`config.mk`:
```
export PLATFORM = sky130hd
export DESIGN_NAME = rob_commit_unit_flat
export DESIGN_NICKNAME = d
export VERILOG_FILES = /design/src/rtl/rob_commit_unit_if.sv /design/src/rtl/rob_commit_unit.sv /design/src/flat_wrapper.sv
export SDC_FILE = /design/constraint.sdc
export NUM_CORES = 1
export LEC_CHECK = 0
export BUFFER_PORTS_ARGS = -buffer_cell sky130_fd_sc_hd__buf_2
export CELL_PAD_IN_SITES_DETAIL_PLACEMENT = 0
export CELL_PAD_IN_SITES_GLOBAL_PLACEMENT = 2
export CORE_ASPECT_RATIO = 1.2
export CORE_MARGIN = 2
export CORE_UTILIZATION = 44
export CTS_CLUSTER_SIZE = 28
export DETAILED_ROUTE_END_ITERATION = 8
export PLACE_DENSITY_LB_ADDON = 0.1
export SLEW_MARGIN = 20
export SYNTH_ARGS = -nofsm -noshare
export SYNTH_HDL_FRONTEND = slang
export SYNTH_SLANG_ARGS = --single-unit
```
`constraint.sdc`:
```
create_clock -name clk -period 11.9 [get_ports clk]
set_input_delay 2.38 -clock clk [delete_from_list [all_inputs] [get_ports clk]]
set_output_delay 2.38 -clock clk [all_outputs]
set_load 0.02 [all_outputs]
```
`src/rtl/rob_commit_unit_if.sv`:
```
// rtl/rob_commit_unit_if.sv - dispatch, CDB, query and retire bundle between the core and the reorder buffer
interface rob_commit_unit_if #(parameter int ROB_SZ_LOG = 3);
    localparam int TW = ROB_SZ_LOG + 1;

    logic          rdy;
    logic          alloc_valid;
    logic [4:0]    alloc_rd;
    logic          alloc_br;
    logic [TW-1:0] alloc_tag;
    logic          full;
    logic          wb_valid;
    logic [TW-1:0] wb_tag;
    logic [31:0]   wb_data;
    logic          wb_mispred;
    logic [31:0]   wb_target;
    logic [TW-1:0] qry_tag;
    logic          qry_ready;
    logic [31:0]   qry_data;
    logic          commit_valid;
    logic [4:0]    commit_rd;
    logic [31:0]   commit_res;
    logic [TW-1:0] commit_tag;
    logic          flush;
    logic [31:0]   flush_pc;

    modport master (
        output rdy, alloc_valid, alloc_rd, alloc_br, wb_valid, wb_tag, wb_data,
               wb_mispred, wb_target, qry_tag,
        input  alloc_tag, full, qry_ready, qry_data, commit_valid, commit_rd,
               commit_res, commit_tag, flush, flush_pc
    );

    modport slave (
        input  rdy, alloc_valid, alloc_rd, alloc_br, wb_valid, wb_tag, wb_data,
               wb_mispred, wb_target, qry_tag,
        output alloc_tag, full, qry_ready, qry_data, commit_valid, commit_rd,
               commit_res, commit_tag, flush, flush_pc
    );
endinterface

```
`src/rtl/rob_commit_unit.sv`:
```
// rtl/rob_commit_unit.sv - in-order retire reorder buffer; ROB_WB_BYPASS_EN forwards the same-cycle CDB to queries
module rob_commit_unit #(
    parameter int ROB_SZ_LOG = 3
) (
    input logic               clk,
    input logic               rst,
    rob_commit_unit_if.slave  bus
);
    localparam int ROB_SZ = 1 << ROB_SZ_LOG;
    localparam int TW     = ROB_SZ_LOG + 1;
    localparam logic [TW-1:0] TAG_ONE = TW'(1);
    localparam logic [TW-1:0] TAG_MAX = TW'(ROB_SZ);

    logic [ROB_SZ-1:0] busy, ready, br, mispred;
    logic [4:0]        rd     [ROB_SZ];
    logic [31:0]       data   [ROB_SZ];
    logic [31:0]       target [ROB_SZ];

    logic [TW-1:0] head, tail, count;
    logic          flush_pend, flush_q;
    logic [31:0]   pend_pc, flush_pc_q;
    logic          commit_valid_q;
    logic [4:0]    commit_rd_q;
    logic [31:0]   commit_res_q;
    logic [TW-1:0] commit_tag_q;

    logic [ROB_SZ_LOG-1:0] head_idx, tail_idx, wb_idx, qry_idx;
    logic full_i, alloc_ok, wb_hit, retire;
    logic qry_ready_i;
    logic [31:0] qry_data_i;

    function automatic logic [TW-1:0] tag_next(input logic [TW-1:0] t);
        return (t == TAG_MAX) ? TAG_ONE : t + TAG_ONE;
    endfunction

    function automatic logic tag_live(input logic [TW-1:0] t);
        return (t != '0) && (t <= TAG_MAX);
    endfunction

    // Tags run 1..ROB_SZ, so the low bits give a unique slot (ROB_SZ lands on slot 0).
    assign head_idx = head[ROB_SZ_LOG-1:0];
    assign tail_idx = tail[ROB_SZ_LOG-1:0];
    assign wb_idx   = bus.wb_tag[ROB_SZ_LOG-1:0];
    assign qry_idx  = bus.qry_tag[ROB_SZ_LOG-1:0];

    assign full_i   = (count == TAG_MAX) | flush_pend | flush_q;
    assign alloc_ok = bus.alloc_valid & ~full_i;
    assign wb_hit   = bus.wb_valid & tag_live(bus.wb_tag) & busy[wb_idx] & ~flush_pend & ~flush_q;
    assign retire   = busy[head_idx] & ready[head_idx];

    always_comb begin
        qry_ready_i = tag_live(bus.qry_tag) & busy[qry_idx] & ready[qry_idx];
        qry_data_i  = qry_ready_i ? data[qry_idx] : '0;
`ifdef ROB_WB_BYPASS_EN
        if (bus.wb_valid && (bus.qry_tag != '0) && (bus.wb_tag == bus.qry_tag)) begin
            qry_ready_i = 1'b1;
            qry_data_i  = bus.wb_data;
        end
`endif
    end

    always_ff @(posedge clk) begin
        if (rst) begin
            busy           <= '0;
            ready          <= '0;
            head           <= TAG_ONE;
            tail           <= TAG_ONE;
            count          <= '0;
            flush_pend     <= 1'b0;
            flush_q        <= 1'b0;
            pend_pc        <= '0;
            flush_pc_q     <= '0;
            commit_valid_q <= 1'b0;
            commit_rd_q    <= '0;
            commit_res_q   <= '0;
            commit_tag_q   <= '0;
        end else if (bus.rdy) begin
            commit_valid_q <= 1'b0;
            flush_q        <= flush_pend;
            flush_pend     <= 1'b0;
            if (flush_pend)
                flush_pc_q <= pend_pc;

            if (wb_hit) begin
                ready[wb_idx]   <= 1'b1;
                data[wb_idx]    <= bus.wb_data;
                // A mispredict flag only means something on a branch entry.
                mispred[wb_idx] <= bus.wb_mispred & br[wb_idx];
                target[wb_idx]  <= bus.wb_target;
            end

            if (alloc_ok) begin
                busy[tail_idx]  <= 1'b1;
                ready[tail_idx] <= 1'b0;
                rd[tail_idx]    <= bus.alloc_rd;
                br[tail_idx]    <= bus.alloc_br;
                tail            <= tag_next(tail);
            end

            if (retire) begin
                commit_valid_q  <= (rd[head_idx] != 5'd0);
                commit_rd_q     <= rd[head_idx];
                commit_res_q    <= data[head_idx];
                commit_tag_q    <= head;
                busy[head_idx]  <= 1'b0;
                ready[head_idx] <= 1'b0;
                head            <= tag_next(head);
            end

            count <= count + {{(TW-1){1'b0}}, alloc_ok} - {{(TW-1){1'b0}}, retire};

            // Mispredicted retire drops everything younger, overriding this cycle's alloc/wb.
            if (retire && mispred[head_idx]) begin
                busy       <= '0;
                ready      <= '0;
                head       <= TAG_ONE;
                tail       <= TAG_ONE;
                count      <= '0;
                flush_pend <= 1'b1;
                pend_pc    <= target[head_idx];
            end
        end
    end

    assign bus.alloc_tag    = tail;
    assign bus.full         = full_i;
    assign bus.qry_ready    = qry_ready_i;
    assign bus.qry_data     = qry_data_i;
    assign bus.commit_valid = commit_valid_q;
    assign bus.commit_rd    = commit_rd_q;
    assign bus.commit_res   = commit_res_q;
    assign bus.commit_tag   = commit_tag_q;
    assign bus.flush        = flush_q;
    assign bus.flush_pc     = flush_pc_q;
endmodule

```
`src/flat_wrapper.sv`:
```
// flat-port wrapper written by rule: the top's interface ports become plain ports
module rob_commit_unit_flat 
#(
    parameter int ROB_SZ_LOG = 3
)
  (clk, rst, bus_rdy, bus_alloc_valid, bus_alloc_rd, bus_alloc_br, bus_wb_valid, bus_wb_tag, bus_wb_data, bus_wb_mispred, bus_wb_target, bus_qry_tag, bus_alloc_tag, bus_full, bus_qry_ready, bus_qry_data, bus_commit_valid, bus_commit_rd, bus_commit_res, bus_commit_tag, bus_flush, bus_flush_pc);
  rob_commit_unit_if #(.ROB_SZ_LOG(ROB_SZ_LOG)) bus_i ();
  input logic clk;
  input logic rst;
  input wire logic [$bits(bus_i.rdy)-1:0] bus_rdy;
  input wire logic [$bits(bus_i.alloc_valid)-1:0] bus_alloc_valid;
  input wire logic [$bits(bus_i.alloc_rd)-1:0] bus_alloc_rd;
  input wire logic [$bits(bus_i.alloc_br)-1:0] bus_alloc_br;
  input wire logic [$bits(bus_i.wb_valid)-1:0] bus_wb_valid;
  input wire logic [$bits(bus_i.wb_tag)-1:0] bus_wb_tag;
  input wire logic [$bits(bus_i.wb_data)-1:0] bus_wb_data;
  input wire logic [$bits(bus_i.wb_mispred)-1:0] bus_wb_mispred;
  input wire logic [$bits(bus_i.wb_target)-1:0] bus_wb_target;
  input wire logic [$bits(bus_i.qry_tag)-1:0] bus_qry_tag;
  output wire logic [$bits(bus_i.alloc_tag)-1:0] bus_alloc_tag;
  output wire logic [$bits(bus_i.full)-1:0] bus_full;
  output wire logic [$bits(bus_i.qry_ready)-1:0] bus_qry_ready;
  output wire logic [$bits(bus_i.qry_data)-1:0] bus_qry_data;
  output wire logic [$bits(bus_i.commit_valid)-1:0] bus_commit_valid;
  output wire logic [$bits(bus_i.commit_rd)-1:0] bus_commit_rd;
  output wire logic [$bits(bus_i.commit_res)-1:0] bus_commit_res;
  output wire logic [$bits(bus_i.commit_tag)-1:0] bus_commit_tag;
  output wire logic [$bits(bus_i.flush)-1:0] bus_flush;
  output wire logic [$bits(bus_i.flush_pc)-1:0] bus_flush_pc;
  assign bus_i.rdy = bus_rdy;
  assign bus_i.alloc_valid = bus_alloc_valid;
  assign bus_i.alloc_rd = bus_alloc_rd;
  assign bus_i.alloc_br = bus_alloc_br;
  assign bus_i.wb_valid = bus_wb_valid;
  assign bus_i.wb_tag = bus_wb_tag;
  assign bus_i.wb_data = bus_wb_data;
  assign bus_i.wb_mispred = bus_wb_mispred;
  assign bus_i.wb_target = bus_wb_target;
  assign bus_i.qry_tag = bus_qry_tag;
  assign bus_alloc_tag = bus_i.alloc_tag;
  assign bus_full = bus_i.full;
  assign bus_qry_ready = bus_i.qry_ready;
  assign bus_qry_data = bus_i.qry_data;
  assign bus_commit_valid = bus_i.commit_valid;
  assign bus_commit_rd = bus_i.commit_rd;
  assign bus_commit_res = bus_i.commit_res;
  assign bus_commit_tag = bus_i.commit_tag;
  assign bus_flush = bus_i.flush;
  assign bus_flush_pc = bus_i.flush_pc;
  rob_commit_unit #(.ROB_SZ_LOG(ROB_SZ_LOG)) u_core (.clk(clk), .rst(rst), .bus(bus_i));
endmodule
```
==> results.cfg <==
[outcome]
status = complete, no violations

[sta]
fin_crit_sh_pct = 64.2
fin_skew_ns = 0.0145
worst_pin_slew_ns = 1.13
slew_violations = 0
hold_violations = 0
rsz0062_at_grt = false
final.min_clock_period_ns = 7.64
setup-violations-final = 0
fin_setup_tns_ns = 0
slew_headroom_pct = 24.9
fmax_mhz = 131

[clock_tree]
ctsResizeCount = 0
postCtsSetupBuffers = 0
cts_root_buf = clkbuf_16
cts_tree = built
cts.htree.levels = 3
clk_pin_slew_ns = 0.06
clk_latency_ns = 0.62
cts.path.max_buffers = 3
cts_sinks = 707
numCtsBuffers = 74
cts_hold_buf = 0

[setup_path]
crit_required_ns = 9.52
cp-start-kind = input pin
path_class = input pin to output pin
crit_arrival_ns = 5.26
path_max_fanout = 36
end_kind = output pin
rr_worst_depth = 8

[power_and_ir_drop]
p_int_uw = 4140
p_clk_share_pct = 45.8
p_per_area_nw_per_um2 = 155
power_leakage_uw = 0.0113
combPwrFrac_pct = 2.9
switching_share_pct = 20.6
seqPwrFrac_pct = 51.4
switching_power_uw = 1070
peakVddDrop_mv = 0.121

[floorplanning]
die_h_um = 287
io_pins = 197
die_width_um = 239
initial_core_util_pct = 44.4
dieArea_um2 = 68600
core_area_um2 = 65900
row_count = 103

[drt]
ant_nets = 0
dr.first_iter.drc_count = 1526
firstDrtPassIters = 7
vias_per_cell = 5.93
drc = 0
wl_per_cell_um = 27.9
wl_um = 84400
num_vias = 17927

[logic_synthesis]
netlist_instances = 1900
synth-edff-count = 568
synthArstFlopShare_pct = 0
synth_cell_types = 71
yosysSeqAreaShare_pct = 67.8
synth-seq-cells = 707
netlist_area_um2 = 29300
synth_ff_type = edfxtp_1
avgSynthCellArea_um2 = 15.4
synth_fp_nets = 1994
synth_warnings = 0

[finish]
drive_gt1_share_pct = 27.3
multiInputGateArea_um2 = 8780
nets = 2158
syn_to_final_growth_pct = 15.0
ff_latch_area_um2 = 19900
utilization_pct = 51.1
final_common_cell = edfxtp_1
num-fill-cells = 5531
final_cell_mix = 568 x edfxtp_1, 193 x buf_2, 147 x nor2_1, 136 x dfxtp_1, 133 x nand2_1

[job]
drv_cap = 0

[global_route]
grt_start_max_net_pins = 128
grt_pass1_wl_um = 123000
grt_remaining_overflow = 0
grtUsageTotal_pct = 24.8
grt_antenna_before_repair = 13
grt_pass1_vias = 18373

[hold_path]
holdPathStages = 2
min_path_type = flop to flop

[place]
dp_hpwl_um = 49800
io_buffers = 196
place_congestion = 0.830
==> critical path: stages <==
cell,delay [ns]
buf_4,0.53
buf_4,0.70
o211ai_1,0.18
o2111ai_1,0.16
o21a_2,0.79
nor2_1,0.24
buf_2,0.24
==> flip-flops by register name, summed over array words and instances, names as in the netlist, named ones only <==
| name | count |
|---|---|
| u_core.bus.alloc_tag | 4 |
| u_core.ready | 8 |
| u_core.head | 4 |
| u_core.bus.flush | 1 |
| u_core.mispred | 8 |
| u_core.flush_pend | 1 |
| u_core.rd | 40 |
| u_core.br | 8 |
| u_core.data | 256 |
| u_core.pend_pc | 32 |
| u_core.bus.commit_valid | 1 |
| u_core.bus.commit_rd | 5 |
| u_core.busy | 8 |
| u_core.bus.flush_pc | 32 |
| u_core.bus.commit_res | 32 |
| u_core.bus.commit_tag | 4 |
| u_core.count | 4 |
| u_core.target | 256 |
==> area by class of cell <==
| class | instances | share of cell area [%] |
|---|---|---|
| multi-input cells | 1025 | 26.1 |
| well taps | 892 | 3.32 |
| clock inverters | 44 | 1.48 |
| repair buffers | 238 | 3.92 |
| diodes | 4 | 0.0297 |
| flip-flops and latches | 707 | 59.0 |
| clock buffers | 93 | 5.96 |
| inverters | 18 | 0.208 |
==> synth_stat cells (all sizes together) (14+ instances only) <==
library cell  count  area (um^2)
a211oi           50          460
o22ai            19          119
dfxtp           139         2780
inv              17         63.8
nand4            14         87.6
nand2           133          499
a221o            28          280
edfxtp          568        17100
clkbuf           77          289
mux2             64          724
o21ai            27          135
nor3             23          125
mux2i            66          661
a221oi           39          342
nor2            151          569
a21oi            76          380
mux4            111         2500
buf              73          398
a22oi            51          383
==> path summary, 6_finish.rpt <==
| check | startpoint | to | slack, ns |
|---|---|---|---|
| max | bus_qry_tag[0] | bus_qry_data[10] | 4.26 |
| min | u_core.bus.flush_pc[15]$_SDFFE_PP0P_ | u_core.bus.flush_pc[15]$_SDFFE_PP0P_ | 0.45 |
| max reg2reg | u_core.head[0]$_SDFFE_PP1P_ | u_core.head[2]$_SDFFE_PP0P_ | 8.06 |
| min reg2reg | u_core.bus.flush_pc[15]$_SDFFE_PP0P_ | u_core.bus.flush_pc[15]$_SDFFE_PP0P_ | 0.45 |
==> per-stage QoR <==
stage	total power, uW	hold slack (ns)	instance area [um^2]	worst slack (ns)	std cells
floorplan	2810	0.427	29300	1.80	1900
global placement	2880	0.442	31100	4.13	2880
detailed placement	2880	0.445	31100	4.05	2880
CTS	5260	0.454	33600	4.03	3017
global route	5370	0.469	33600	3.90	3018
finish	5210	0.450	33600	4.26	3021
==> logic make-up after synthesis <==
kind of cell             after synthesis  share of synthesized area (%)
adder cells (fa/ha/maj)               10                          0.453
buffers and inverters                168                           2.58
multiplexers                         241                           13.3
AO/OA/AOI/OAI                        375                           9.71
AND/OR/NAND/NOR                      397                           6.14
XOR/XNOR                               2                         0.0599
flip-flops                           707                           67.8
==> power by group through the flow <==
stage	registers (uW)	clock network, uW	logic [uW]
after detailed placement	2730	0	151
after global placement	2730	0	147
after CTS	2680	2440	151
final	2680	2390	149
after floorplan	2730	0	82.1
after global routing	2680	2530	163
==> routing by layer <==
layer | routed length, um | vias up | global-route usage, %
met5 | 55 | - | 0
met4 | 2330 | 10 | 8.47
met3 | 5550 | 155 | 4.66
met2 | 40800 | 632 | 40.2
met1 | 35700 | 9214 | 33.6
li1 | - | 7916 | -
(Power assumes the default switching activity.)
